==> config.mk <==
export PLATFORM = sky130hd
export DESIGN_NAME = multicycle_control
export DESIGN_NICKNAME = d
export VERILOG_FILES = /design/src/rtl/multicycle_control_pkg.sv /design/src/rtl/multicycle_control_alu_decoder.sv /design/src/rtl/multicycle_control.sv
export SDC_FILE = /design/constraint.sdc
export NUM_CORES = 1
export LEC_CHECK = 0
export BUFFER_PORTS_ARGS = -buffer_cell sky130_fd_sc_hd__buf_2
export CORE_MARGIN = 1.5
export CORE_UTILIZATION = 46
export CTS_BUF_LIST = sky130_fd_sc_hd__clkbuf_4 sky130_fd_sc_hd__clkbuf_8
export DETAILED_ROUTE_END_ITERATION = 10
export GPL_TIMING_DRIVEN = 0
export PLACE_DENSITY = 0.82
export SETUP_SLACK_MARGIN = 0.05
export SLEW_MARGIN = 20
export SYNTH_ARGS = -nofsm -noshare
export SYNTH_HDL_FRONTEND = slang
export SYNTH_SLANG_ARGS = --single-unit
==> constraint.sdc <==
create_clock -name clk_i -period 1.7 [get_ports clk_i]
set_clock_uncertainty 0.15 [all_clocks]
set_input_delay 0.255 -clock clk_i [delete_from_list [all_inputs] [get_ports clk_i]]
set_output_delay 0.255 -clock clk_i [all_outputs]
set_load 0.005 [all_outputs]
==> src/rtl/multicycle_control_pkg.sv <==
// Shared types and encodings for the multicycle RV32 control unit.
// Covers FSM states, opcodes, ALU operations and datapath mux selects.
package multicycle_control_pkg;

   typedef enum logic [3:0] {
      S_FETCH    = 4'd0,
      S_DECODE   = 4'd1,
      S_MEMADR   = 4'd2,
      S_MEMREAD  = 4'd3,
      S_MEMWB    = 4'd4,
      S_MEMWRITE = 4'd5,
      S_EXECR    = 4'd6,
      S_EXECI    = 4'd7,
      S_ALUWB    = 4'd8,
      S_BRANCH   = 4'd9,
      S_JAL      = 4'd10,
      S_JALR     = 4'd11,
      S_LUI      = 4'd12,
      S_TRAP     = 4'd13
   } state_t;

   localparam logic [6:0] OP_LOAD   = 7'b0000011;
   localparam logic [6:0] OP_STORE  = 7'b0100011;
   localparam logic [6:0] OP_RTYPE  = 7'b0110011;
   localparam logic [6:0] OP_ITYPE  = 7'b0010011;
   localparam logic [6:0] OP_BRANCH = 7'b1100011;
   localparam logic [6:0] OP_JAL    = 7'b1101111;
   localparam logic [6:0] OP_JALR   = 7'b1100111;
   localparam logic [6:0] OP_LUI    = 7'b0110111;

   typedef enum logic [3:0] {
      ALU_ADD  = 4'd0,
      ALU_SUB  = 4'd1,
      ALU_AND  = 4'd2,
      ALU_OR   = 4'd3,
      ALU_XOR  = 4'd4,
      ALU_SLT  = 4'd5,
      ALU_SLTU = 4'd6,
      ALU_SLL  = 4'd7,
      ALU_SRL  = 4'd8,
      ALU_SRA  = 4'd9
   } alu_op_t;

   typedef enum logic [2:0] {
      IMM_I = 3'b000,
      IMM_S = 3'b001,
      IMM_B = 3'b010,
      IMM_J = 3'b011,
      IMM_U = 3'b100
   } imm_src_t;

   typedef enum logic [1:0] {
      RES_ALUOUT    = 2'b00,
      RES_DATA      = 2'b01,
      RES_ALURESULT = 2'b10,
      RES_IMM       = 2'b11
   } result_src_t;

   localparam logic [1:0] SRCA_PC    = 2'b00;
   localparam logic [1:0] SRCA_OLDPC = 2'b01;
   localparam logic [1:0] SRCA_RS1   = 2'b10;

   localparam logic [1:0] SRCB_RS2   = 2'b00;
   localparam logic [1:0] SRCB_IMM   = 2'b01;
   localparam logic [1:0] SRCB_FOUR  = 2'b10;

   // Successor of DECODE for a given opcode; anything unrecognised traps.
   function automatic state_t decode_next(input logic [6:0] op);
      case (op)
         OP_LOAD, OP_STORE: return S_MEMADR;
         OP_RTYPE:          return S_EXECR;
         OP_ITYPE:          return S_EXECI;
         OP_BRANCH:         return S_BRANCH;
         OP_JAL:            return S_JAL;
         OP_JALR:           return S_JALR;
         OP_LUI:            return S_LUI;
         default:           return S_TRAP;
      endcase
   endfunction

   function automatic logic branch_taken(input logic [2:0] funct3, input logic zero,
                                         input logic lt, input logic ltu);
      case (funct3)
         3'b000:  return zero;
         3'b001:  return ~zero;
         3'b100:  return lt;
         3'b101:  return ~lt;
         3'b110:  return ltu;
         3'b111:  return ~ltu;
         default: return 1'b0;
      endcase
   endfunction

endpackage

==> src/rtl/multicycle_control_alu_decoder.sv <==
// Combinational ALU operation decode from funct3/funct7 for R- and I-type ops.
// Subtract is only possible for R-type (op bit 5), so addi never subtracts.
module alu_decoder
   import multicycle_control_pkg::*;
(
   input  logic       op5_i,
   input  logic [2:0] funct3_i,
   input  logic       funct7_i,
   output alu_op_t    alu_op_o
);

   always_comb begin
      alu_op_o = ALU_ADD;
      case (funct3_i)
         3'b000:  alu_op_o = (op5_i & funct7_i) ? ALU_SUB : ALU_ADD;
         3'b001:  alu_op_o = ALU_SLL;
         3'b010:  alu_op_o = ALU_SLT;
         3'b011:  alu_op_o = ALU_SLTU;
         3'b100:  alu_op_o = ALU_XOR;
         3'b101:  alu_op_o = funct7_i ? ALU_SRA : ALU_SRL;
         3'b110:  alu_op_o = ALU_OR;
         default: alu_op_o = ALU_AND;
      endcase
   end

endmodule

==> src/rtl/multicycle_control.sv <==
// Multicycle RV32 control FSM: drives datapath selects and enables per state.
// All outputs are forced low while rst_i is high, without waiting for a clock.
module multicycle_control
   import multicycle_control_pkg::*;
#(
   parameter int ALU_CTRL_W  = 4,
   parameter bit MEM_WAIT_EN = 1'b1
) (
   input  logic                  clk_i,
   input  logic                  rst_i,
   input  logic [6:0]            op_i,
   input  logic [2:0]            funct3_i,
   input  logic                  funct7_i,
   input  logic                  Zero_i,
   input  logic                  Lt_i,
   input  logic                  Ltu_i,
   input  logic                  mem_ready_i,
   output logic                  PCWrite_o,
   output logic                  AdrSrc_o,
   output logic                  MemRead_o,
   output logic                  MemWrite_o,
   output logic                  IRWrite_o,
   output logic                  RegWrite_o,
   output logic [1:0]            ResultSrc_o,
   output logic [1:0]            ALUSrcA_o,
   output logic [1:0]            ALUSrcB_o,
   output logic [2:0]            ImmSrc_o,
   output logic [ALU_CTRL_W-1:0] ALUControl_o,
   output logic                  illegal_o,
   output logic [3:0]            state_o
);

   state_t  state_q, state_d;
   logic    illegal_q, illegal_d;
   logic    jalr_q, jalr_d;
   logic    mem_ready;
   alu_op_t dec_alu_op;
   alu_op_t alu_sel;

   assign mem_ready = MEM_WAIT_EN ? mem_ready_i : 1'b1;

   alu_decoder u_alu_decoder (
      .op5_i    (op_i[5]),
      .funct3_i (funct3_i),
      .funct7_i (funct7_i),
      .alu_op_o (dec_alu_op)
   );

   always_ff @(posedge clk_i or posedge rst_i) begin
      if (rst_i) begin
         state_q   <= S_FETCH;
         illegal_q <= 1'b0;
         jalr_q    <= 1'b0;
      end else begin
         state_q   <= state_d;
         illegal_q <= illegal_d;
         jalr_q    <= jalr_d;
      end
   end

   always_comb begin
      state_d     = state_q;
      illegal_d   = illegal_q;
      jalr_d      = jalr_q;
      PCWrite_o   = 1'b0;
      AdrSrc_o    = 1'b0;
      MemRead_o   = 1'b0;
      MemWrite_o  = 1'b0;
      IRWrite_o   = 1'b0;
      RegWrite_o  = 1'b0;
      ResultSrc_o = RES_ALUOUT;
      ALUSrcA_o   = SRCA_PC;
      ALUSrcB_o   = SRCB_RS2;
      ImmSrc_o    = IMM_I;
      alu_sel     = ALU_ADD;

      case (state_q)
         S_FETCH: begin
            jalr_d      = 1'b0;
            MemRead_o   = 1'b1;
            ALUSrcB_o   = SRCB_FOUR;
            ResultSrc_o = RES_ALURESULT;
            if (mem_ready) begin
               IRWrite_o = 1'b1;
               PCWrite_o = 1'b1;
               state_d   = S_DECODE;
            end
         end
         S_DECODE: begin
            // Speculative branch target, latched into ALUOut for BRANCH.
            ALUSrcA_o = SRCA_OLDPC;
            ALUSrcB_o = SRCB_IMM;
            ImmSrc_o  = IMM_B;
            state_d   = decode_next(op_i);
            if (decode_next(op_i) == S_TRAP) begin
               illegal_d = 1'b1;
            end
         end
         S_MEMADR: begin
            ALUSrcA_o = SRCA_RS1;
            ALUSrcB_o = SRCB_IMM;
            ImmSrc_o  = op_i[5] ? IMM_S : IMM_I;
            state_d   = op_i[5] ? S_MEMWRITE : S_MEMREAD;
         end
         S_MEMREAD: begin
            MemRead_o = 1'b1;
            AdrSrc_o  = 1'b1;
            if (mem_ready) state_d = S_MEMWB;
         end
         S_MEMWRITE: begin
            MemWrite_o = 1'b1;
            AdrSrc_o   = 1'b1;
            if (mem_ready) state_d = S_FETCH;
         end
         S_MEMWB: begin
            RegWrite_o  = 1'b1;
            ResultSrc_o = RES_DATA;
            state_d     = S_FETCH;
         end
         S_EXECR: begin
            ALUSrcA_o = SRCA_RS1;
            ALUSrcB_o = SRCB_RS2;
            alu_sel   = dec_alu_op;
            state_d   = S_ALUWB;
         end
         S_EXECI: begin
            ALUSrcA_o = SRCA_RS1;
            ALUSrcB_o = SRCB_IMM;
            ImmSrc_o  = IMM_I;
            alu_sel   = dec_alu_op;
            state_d   = S_ALUWB;
         end
         S_ALUWB: begin
            RegWrite_o  = 1'b1;
            ResultSrc_o = RES_ALUOUT;
            jalr_d      = 1'b0;
            if (jalr_q) begin
               PCWrite_o   = 1'b1;
               ResultSrc_o = RES_ALURESULT;
            end
            state_d = S_FETCH;
         end
         S_BRANCH: begin
            ALUSrcA_o = SRCA_RS1;
            ALUSrcB_o = SRCB_RS2;
            alu_sel   = ALU_SUB;
            PCWrite_o = branch_taken(funct3_i, Zero_i, Lt_i, Ltu_i);
            state_d   = S_FETCH;
         end
         S_JAL: begin
            PCWrite_o = 1'b1;
            ALUSrcA_o = SRCA_OLDPC;
            ALUSrcB_o = SRCB_FOUR;
            ImmSrc_o  = IMM_J;
            state_d   = S_ALUWB;
         end
         S_JALR: begin
            ALUSrcA_o = SRCA_RS1;
            ALUSrcB_o = SRCB_IMM;
            ImmSrc_o  = IMM_I;
            jalr_d    = 1'b1;
            state_d   = S_ALUWB;
         end
         S_LUI: begin
            RegWrite_o  = 1'b1;
            ResultSrc_o = RES_IMM;
            ImmSrc_o    = IMM_U;
            state_d     = S_FETCH;
         end
         S_TRAP: begin
            state_d = S_TRAP;
         end
         default: begin
            state_d = S_FETCH;
         end
      endcase

      // Registered state only clears on the reset edge; outputs must drop at once.
      if (rst_i) begin
         PCWrite_o   = 1'b0;
         AdrSrc_o    = 1'b0;
         MemRead_o   = 1'b0;
         MemWrite_o  = 1'b0;
         IRWrite_o   = 1'b0;
         RegWrite_o  = 1'b0;
         ResultSrc_o = 2'b00;
         ALUSrcA_o   = 2'b00;
         ALUSrcB_o   = 2'b00;
         ImmSrc_o    = 3'b000;
         alu_sel     = ALU_ADD;
      end
   end

   assign ALUControl_o = ALU_CTRL_W'(alu_sel);
   assign illegal_o    = illegal_q;
   assign state_o      = state_q;

endmodule

### Word level (Yosys, flattened, before mapping)

Cells that the tools add are included.

* bits in registers: 6
* input port bits: 17
* word-level logic and storage cells: 93

* eq/ne operators: 32
* muxes and demuxes: 38
* bitwise gates (word level): 4
* reductions and logical operators: 16

Operators with widths (count)
* $pmux W4 S7: 3
* $eq A4 B4 Y1 const B: 7
* $eq A7 B6 Y1 const B: 3
* $eq A7 B7 Y1 const B: 3
* $mux W4: 5
* $eq A4 B3 Y1 const B: 4
* $mux W1: 16
* $reduce_or A2 Y1: 7
* $eq A3 B3 Y1 const B: 4
* $pmux W3 S4: 1
* $eq A4 B2 Y1 const B: 2
* $mux W2: 4
* $pmux W2 S2: 2
* $pmux W2 S4: 1
* $pmux W4 S2: 1
* $reduce_or A4 Y1: 2
* $eq A7 B2 Y1 const B: 1
* $eq A7 B5 Y1 const B: 1
* $eq A3 B2 Y1 const B: 2
* $mux W3: 2
* $ne A2 B2 Y1 const B: 3
* $pmux W1 S6: 1
* $reduce_or A5 Y1: 1
* $eq A4 B1 Y1 const B: 1
* other kinds (11): 13

### Depth between registers and ports, before layout

Gate-level depths: netlist (run 1).

* depth after elaboration: 6
* depth in mapped cells: 6

### Modules after synthesis

A second synthesis (run 1) with hierarchy kept.

* cell total of the unflattened synthesis: 119
* area total of the unflattened synthesis: 863.3 sq um

Modules (own cells, without submodules)
* multicycle_control: times used 1, cells each 109, area an instance 788.3 sq um
* alu_decoder: times used 1, cells each 10, area an instance 75.1 sq um

### Worst setup path before layout (run 1)

No wires, ideal clock.

* path kind: reg-to-output
* start: register state_q[1], in the netlist state_o[1]
* end: output port ImmSrc_o[1]
* arrival: 1.298 ns
* setup slack: -0.003 ns
* stages on the path, launching flop included: 6
* buffers on the path: 3
* path through: dfrtp_1 -> buf_2 -> buf_1 -> a21oi_1 -> nor3_1 -> buf_4

* longest elaborated chain between the ends: 3

Ends and longest elaborated chain
* start, declared: line multicycle_control.sv:33 `state_t state_q, state_d;`
* start signal, assigned: line multicycle_control.sv:55 `state_q <= state_d;`
* $eq A4 B4 Y1 (tied with other cells): line multicycle_control.sv:77 `case (state_q)`
* $pmux W3 S4 (*): line multicycle_control.sv:77
* $mux W3 (*): line multicycle_control.sv:179 `if (rst_i) begin`
* end, declared: line multicycle_control.sv:27 `output logic [2:0] ImmSrc_o,`

Every way passes the cells marked *; elsewhere a longest branch is shown, timed or not.

### Final worst setup path (run 1)

* start: register state_q[3], in the netlist state_o[3]
* end: output port PCWrite_o

* longest elaborated chain between the ends: 3

Ends and longest elaborated chain
* $eq A4 B4 Y1 or $logic_not A4 Y1 (tied branches): line multicycle_control.sv:77
* $pmux W1 S4 (*): line multicycle_control.sv:77
* $mux W1 (*): line multicycle_control.sv:179
* end, declared: line multicycle_control.sv:18 `output logic PCWrite_o,`

Marked as above.

==> results of run 1 <==
-- timing repair --
item,in CTS,in global routing
gates cloned,0,0
pin swaps,9,5
endpoints found under the hold margin,6,0
setup buffers,15,1
hold buffers,1,0
setup endpoints to repair,19,19
gates resized for setup,33,8
-- final timing paths --
kind,depth (start not counted),slack [ps],start,to
hold reg to reg,1,330,illegal_o$_DFFE_PP0P_,illegal_o$_DFFE_PP0P_
hold / removal,3,210,op_i[0],illegal_o$_DFFE_PP0P_
min in group asynchronous,3,440,rst_i,illegal_o$_DFFE_PP0P_
max in group asynchronous,3,730,rst_i,state_o[0]$_DFFE_PP0P_
setup reg to reg,5,230,state_o[3]$_DFFE_PP0P_,illegal_o$_DFFE_PP0P_
setup / recovery,5,-250,state_o[3]$_DFFE_PP0P_,PCWrite_o
-- area by class of cell --
| type | count | area share |
|---|---|---|
| Buffer | 10 | 0.05832 |
| Clock buffer | 3 | 0.01721 |
| Inverter | 3 | 0.008604 |
| Multi-Input combinational cell | 92 | 0.5172 |
| Sequential cell | 6 | 0.1166 |
| Tap cell | 16 | 0.01530 |
| Timing Repair Buffer | 54 | 0.2667 |
-- flip-flops by register name, summed over array words and instances (netlist names) --
signal     flops
illegal_o      1
jalr_q         1
state_o        4
-- power by group --
part / internal, W / leakage (nW) / switching (W) / total, W
Sequential: 0.000183 / 0.0719 / 0.0000592 / 0.000242
Clock: 0.0000793 / 0.0138 / 0.0000435 / 0.000123
Combinational: 0.000608 / 0.558 / 0.000618 / 0.00123
-- per-layer routing --
layer  part of all wire  wire [microns]
met5                  0               0
met4              0.053             165
met3              0.095             297
met2               0.48            1509
met1               0.37            1148
-- logic make-up after synthesis --
logic type	Yosys count	share of synthesized area
AND/OR/NAND/NOR	56	0.3744
AO/OA/AOI/OAI	27	0.2415
buffers and inverters	13	0.08264
XOR/XNOR	6	0.06807
flip-flops	6	0.1945
multiplexers	3	0.03890
-- critical path: cells and delay by family, from the launching register on --
family,cells,cell delay (ps)
AND/OR/NAND/NOR,2,530
buffers and inverters,2,270
flip-flops,1,390
AO/OA/AOI/OAI,1,130
-- cells in the final DEF (no fill, tap or decap), types with 2 or more instances in the layout --
cell type / instances
nor3_4: 2
nor2_1: 7
a21oi_1: 5
inv_1: 2
nand2b_1: 2
buf_6: 13
nand2_1: 11
buf_4: 8
nor3_2: 4
nor3_1: 5
xnor2_1: 4
dfrtp_2: 2
o211ai_1: 2
clkbuf_4: 3
o21ai_0: 7
nand2b_4: 3
nand3_1: 3
xor2_1: 2
dfrtp_1: 4
or3_4: 2
or2_2: 2
nor2_2: 3
nor2b_4: 2
mux2i_1: 3
buf_2: 41
o21a_1: 2
-- through the flow --
stage          TNS (ps)  utilization  total power, W  cell area [sq um]  worst slack (ps)
3_3_place_gp     -74.19       0.6380       0.0009369              983.4            -49.18
5_1_grt           -3292       0.8490        0.001696               1309            -314.7
3_5_place_dp     -102.8       0.6380       0.0009592              983.4            -68.73
4_1_cts           -1641       0.8190        0.001444               1262            -196.9
6_report          -2201       0.8490        0.001591               1309            -254.5
2_1_floorplan         0            -       0.0007290              778.2             124.7
==> summary.md, run 1 <==
| Metric | Value |
|---|---|
| Initial Util | 0.5008 |
| Asr flop ratio synth | 1.000 |
| Crit share post-route | 1.150 |
| Layer with the highest usage | met2 |
| Final Max Slew Viols | 0 |
| Met2 Track Usage GR | 0.5706 |
| Largest net degree at the start of global routing | 11 |
| Critical path's largest stage delay | 450 ps |
| Met3 usage | 0.05417 |
| Count leader, synth | nand2_1 |
| RSZ-0062 raised after global routing | yes |
| Pleak | 0.6441 nW |
| Main synth FF type | dfrtp_1 |
| Hold Crit Class | in2reg |
| Critical-path cell list | buf_6 -> nand2_1 -> or4_4 -> o21ai_2 -> buf_2 |
| Crit path kind | reg2out |
| Post-Syn Nets | 128 |
| Max Root-Sink Buffers | 2 |
| CTS Sinks | 6 |
| Slew @ Worst Pin | 594.0 ps |
| Port bufs | 37 |
| Top cells by area, synth | dfrtp_1 (19%), nor3_1 (7.1%), nand2_1 (5.8%) |
| H-tree levels | 1 |
| CP required | 1290 ps |
| Status | finished with violations |
| Final WL | 3.121 mm |
| Filler cells | 77 |
| Area of the multi-input gates | 676.9 sq um |
| N_diodes | 0 |
| Total of max-cap violations | 0 |
| HPWL Detailed | 1.672 mm |
| Final worst-path setup slack | -254.5 ps |
| WP data arrival | 1550 ps |
| Post-synth EDFFs | 0 |
| Nets | 187 |
| Syn_area_per_cell | 6.955 sq um |
| DIE WIDTH | 43.97 microns |
| M1 GR Usage | 0.4179 |
| Setup crit start kind | flip-flop |
| Final setup vio count | 17 |
| Min Tclk post-route | 1954 ps |
| PD cells | 1215 mW/mm^2 |
| Synthesized area | 772.0 sq um |
| Total GRT Usage | 0.3316 |
| I/O Pins | 41 |
| TritonCTS Buffers | 3 |
| Commonest cells post-synth | nand2_1 (12), nor3_1 (11), nor2_1 (9) |
| Global-route wire length before repair | 4.836 mm |
| CTS root buf | clkbuf_4 |
| Slew headroom | 0.6040 |
| Drt drc | 0 |
| Layout cells sized above 1 | 0.5476 |
| Core region area | 0.001541 sq mm |
| CP endpoint kind | output pin |
| Routed length per instance | 16.96 microns |
| GPL Wtd Cong | 0.7991 |
| Initial detailed-routing violation count | 59 |
| Cell variety after synth | 40 |
| CTS tree | yes |
| Top cell type by total area after synthesis | dfrtp_1 |
| Grt total ovfl | 0 |
| Final hold viol count | 0 |
| Clock slew at reported path FFs | 40 ps |
| Post-route ant nets | 0 |
| DR pass1 iterations | 4 |
| Die Span Y | 43.97 microns |
| Via count | 1112 |
| Initial antenna violation count | 0 |
| Worst hold slack | 213.0 ps |
| Seq. cell area | 152.6 sq um |
| Die ar. | 0.001933 sq mm |
| Top cell type's share of synthesized area | 0.1945 |
| Yosys warning count | 0 |
| Fin cells | 184 |
| Clock latency at the later pin of the worst-skew pair | 230 ps |
| Synthesized instance count | 111 |
| Failing checks | negative setup slack |
| Dpl cells | 164 |
| Critical path peak fanout | 7 |
| Vias per cell | 6.043 |
| Layout Area Growth over Synthesis | 69.53% |
| Maximum vdd drop | 0.7501 mV |
| Sequential share of the synthesized area | 0.1945 |
| Yosys reg bits | 6 |
| Site row count | 14 |
| Fmax | 511.6 MHz |
| Vias in the first global route | 1050 |
| Slowest-stage cell, CP | or4_4 |
Note: power is estimated with default switching activity, not from simulation.
==> inputs of run 2 (changes only) <==
ABC_AREA = 1   (was not set)
==> summary.md, run 2 <==
| Metric | Value |
|---|---|
| Status | finished with violations (unchanged) |
| Failing checks | negative setup slack (unchanged) |
| Post-synth EDFFs | 0 (unchanged) |
| Die ar. | 0.001933 sq mm (unchanged) |
| Sequential share of the synthesized area | 0.1945 (unchanged) |
| Hold path start | mem_ready_i (was op_i[0]) |
| Reg2reg setup slack | 140 ps (was 230 ps) |
| Asr flop ratio synth | 1.000 (unchanged) |
| CTS root buf | clkbuf_4 (unchanged) |
| Most frequent cells in the layout | buf_2 (39), nand2_1 (36), nor2_1 (24) (was buf_2 (41), buf_6 (13), nand2_1 (11)) |
| Synthesized area | 772.0 sq um (unchanged) |
| H-tree levels | 1 (unchanged) |
| Placed Area | 997.2 sq um (was 983.4 sq um) |
| Top cell type by total area after synthesis | nand2_1 (was dfrtp_1) |
| Tot Pwr | 0.001439 W (was 0.001591 W) |
| Grt total ovfl | 0 (unchanged) |
| Max FFs per register | 4 (unchanged) |
| Initial detailed-routing violation count | 48 (was 59) |
| CP endpoint kind | output pin (unchanged) |
| Hold path depth | 2 (was 3) |
| Yosys warning count | 0 (unchanged) |
| Worst hold slack | 191.9 ps (was 213.0 ps) |
| TritonCTS Buffers | 3 (unchanged) |
| Global-route wire length before repair | 4.015 mm (was 4.836 mm) |
| Initial Util | 0.5008 (unchanged) |
| Largest net degree at the start of global routing | 11 (unchanged) |
| Clock latency at the later pin of the worst-skew pair | 240 ps (was 230 ps) |
| Slew headroom | 0.6872 (was 0.6040) |
| Initial antenna violation count | 0 (unchanged) |
| Critical path peak fanout | 4 (was 7) |
| Via count | 1154 (was 1112) |
| RSZ-0062 raised after global routing | yes (unchanged) |
| Final Instance Area | 0.001246 sq mm (was 0.001309 sq mm) |
| Setup crit start kind | flip-flop (unchanged) |
| Core region area | 0.001541 sq mm (unchanged) |
| N_diodes | 0 (unchanged) |
| CTS tree | yes (unchanged) |
| Post-route ant nets | 0 (unchanged) |
| Top cells by area, synth | nand2_1 (20%), dfrtp_1 (19%), nor2_1 (14%) (was dfrtp_1 (19%), nor3_1 (7.1%), nand2_1 (5.8%)) |
| Count leader, synth | nand2_1 (unchanged) |
| Final worst-path setup slack | -167.2 ps (was -254.5 ps) |
| Pleak | 0.6930 nW (was 0.6441 nW) |
| Layout cells sized above 1 | 0.4752 (was 0.5476) |
| WP data arrival | 1460 ps (was 1550 ps) |
| Crit path kind | reg2out (unchanged) |
| Die Span Y | 43.97 microns (unchanged) |
| Syn_area_per_cell | 5.288 sq um (was 6.955 sq um) |
| Final setup vio count | 11 (was 17) |
| Maximum vdd drop | 1.146 mV (was 0.7501 mV) |
| Drt drc | 0 (unchanged) |
| Synthesized instance count | 146 (was 111) |
| Layout Area Growth over Synthesis | 61.43% (was 69.53%) |
| Max Root-Sink Buffers | 2 (unchanged) |
| Port bufs | 40 (was 37) |
| DIE WIDTH | 43.97 microns (unchanged) |
| Fmax | 535.5 MHz (was 511.6 MHz) |
| Vias in the first global route | 998 (was 1050) |
| Crit share post-route | 1.098 (was 1.150) |
| Hold Crit Class | in2reg (unchanged) |
| Clock slew at reported path FFs | 40 ps (about the same) |
| I/O Pins | 41 (unchanged) |
| CP required | 1290 ps (about the same) |
| Vias per cell | 5.294 (was 6.043) |
| Yosys reg bits | 6 (unchanged) |
| Final hold viol count | 0 (unchanged) |
| Total GRT Usage | 0.2806 (was 0.3316) |
| Min Tclk post-route | 1867 ps (was 1954 ps) |
| WHS Endpoint | state_o[1]$_DFFE_PP0P_ (was illegal_o$_DFFE_PP0P_) |
| DR pass1 iterations | 4 (unchanged) |
| Cell variety after synth | 23 (was 40) |
| HPWL Detailed | 1.794 mm (was 1.672 mm) |
| Nets | 221 (was 187) |
| Worst reg2reg endpoint | state_o[0]$_DFFE_PP0P_ (was illegal_o$_DFFE_PP0P_) |
| Met3 usage | 0.04167 (was 0.05417) |
| R2r startpoint | state_o[1]$_DFFE_PP0P_ (was state_o[3]$_DFFE_PP0P_) |
| CTS Sinks | 6 (unchanged) |
| Worst reg-to-reg path cell count | 9 (was 5) |
| Final WL | 2.744 mm (was 3.121 mm) |
| GPL Wtd Cong | 0.8784 (was 0.7991) |
| Commonest cells post-synth | nand2_1 (42), nor2_1 (29), inv_1 (20) (was nand2_1 (12), nor3_1 (11), nor2_1 (9)) |
| Top cell type's share of synthesized area | 0.2042 (was 0.1945) |
| Routed length per instance | 12.59 microns (was 16.96 microns) |
| Slew @ Worst Pin | 469.2 ps (was 594.0 ps) |
| Final Max Slew Viols | 0 (unchanged) |
| Final core utilization | 0.8084 (was 0.8490) |
| Commonest non-fill, non-tap cell in the layout | buf_2 (unchanged) |
| Post-Syn Nets | 163 (was 128) |
| Total of max-cap violations | 0 (unchanged) |
| Site row count | 14 (unchanged) |
| Met2 Track Usage GR | 0.5118 (was 0.5706) |
| PD cells | 1155 mW/mm^2 (was 1215 mW/mm^2) |
| Layer with the highest usage | met2 (unchanged) |
| M1 GR Usage | 0.3188 (was 0.4179) |
| Main synth FF type | dfrtp_1 (unchanged) |
-- run 2: cell types whose count changed after synthesis, sizes merged, moves of 3 or more --
| cell | change |
|---|---|
| a21oi | +6 |
| o21ai | -3 |
| buf | -8 |
| nand2b | -5 |
| nand3 | +7 |
| inv | +18 |
| nor2 | +23 |
| or3 | -3 |
| mux2i | -3 |
| nand2 | +33 |
| nor3 | -7 |
| xnor2 | -4 |
| nor2b | -3 |
-- run 2: repair_timing --
action,CTS,global route
endpoints found under the setup margin,19,18
hold buffers,1,0
pin swaps,6,7
gates resized for setup,25,18
hold endpoints to repair,6,0
setup buffers,9,3
-- run 2: critical path, cell delays in order (launching register included) --
cell     delay [ps]
dfrtp_2         450
inv_2           120
nand2_2         100
nor2_4          120
buf_6           110
a21oi_2          40
a21oi_2         140
buf_2           130
-- run 2: final cells by class --
class,instances,area [sq um]
multi-input combinational,116,634.4
timing repair buffer,53,317.8
fill,113,295.3
sequential,6,155.1
inverter,22,85.08
clock buffer,3,22.52
tap,16,20.02
buffer,2,11.26
-- run 2: per-stage QoR --
stage	worst slack, ps	TNS, ps	cells
6_report	-167.2	-1392	218
5_1_grt	-240.9	-2552	218
4_1_cts	-131.7	-1294	215
3_5_place_dp	-95.67	-106.1	202
3_3_place_gp	-47.22	-47.22	202
2_1_floorplan	81.97	0	146
-- run 2: worst max-delay path by stage --
stage	startpoint	to	slack [ps]	cells after the start
5_1_grt	state_o[3]$_DFFE_PP0P_	ImmSrc_o[0]	-240	7
4_1_cts	state_o[3]$_DFFE_PP0P_	ALUSrcA_o[1]	-130	6
3_5_place_dp	state_o[2]$_DFFE_PP0P_	ImmSrc_o[1]	-100	7
3_3_place_gp	state_o[2]$_DFFE_PP0P_	ImmSrc_o[1]	-50	7
6_report	state_o[1]$_DFFE_PP0P_	ALUSrcB_o[0]	-170	7
2_1_floorplan	state_o[2]$_DFFE_PP0P_	ImmSrc_o[1]	80	6
-- run 2: cells by family (layout without fill, tap and decap cells) --
group,Yosys count,in the layout,synth area share
simple gates,94,94,0.5219
buf+inv,24,80,0.1215
compound gates,22,22,0.1621
flops,6,6,0.1945
-- run 2: layer usage --
layer / share of wire / up-vias
met1: 0.41 / 522
met3: 0.062 / 4
li1: - / 580
met2: 0.52 / 48
met5: 0 / -
met4: 0.0073 / 0
-- run 2: where the power goes --
| group | internal (W) | switching (W) |
|---|---|---|
| logic | 0.000476 | 0.000567 |
| registers | 0.000186 | 0.0000888 |
| clock network | 0.0000792 | 0.0000420 |
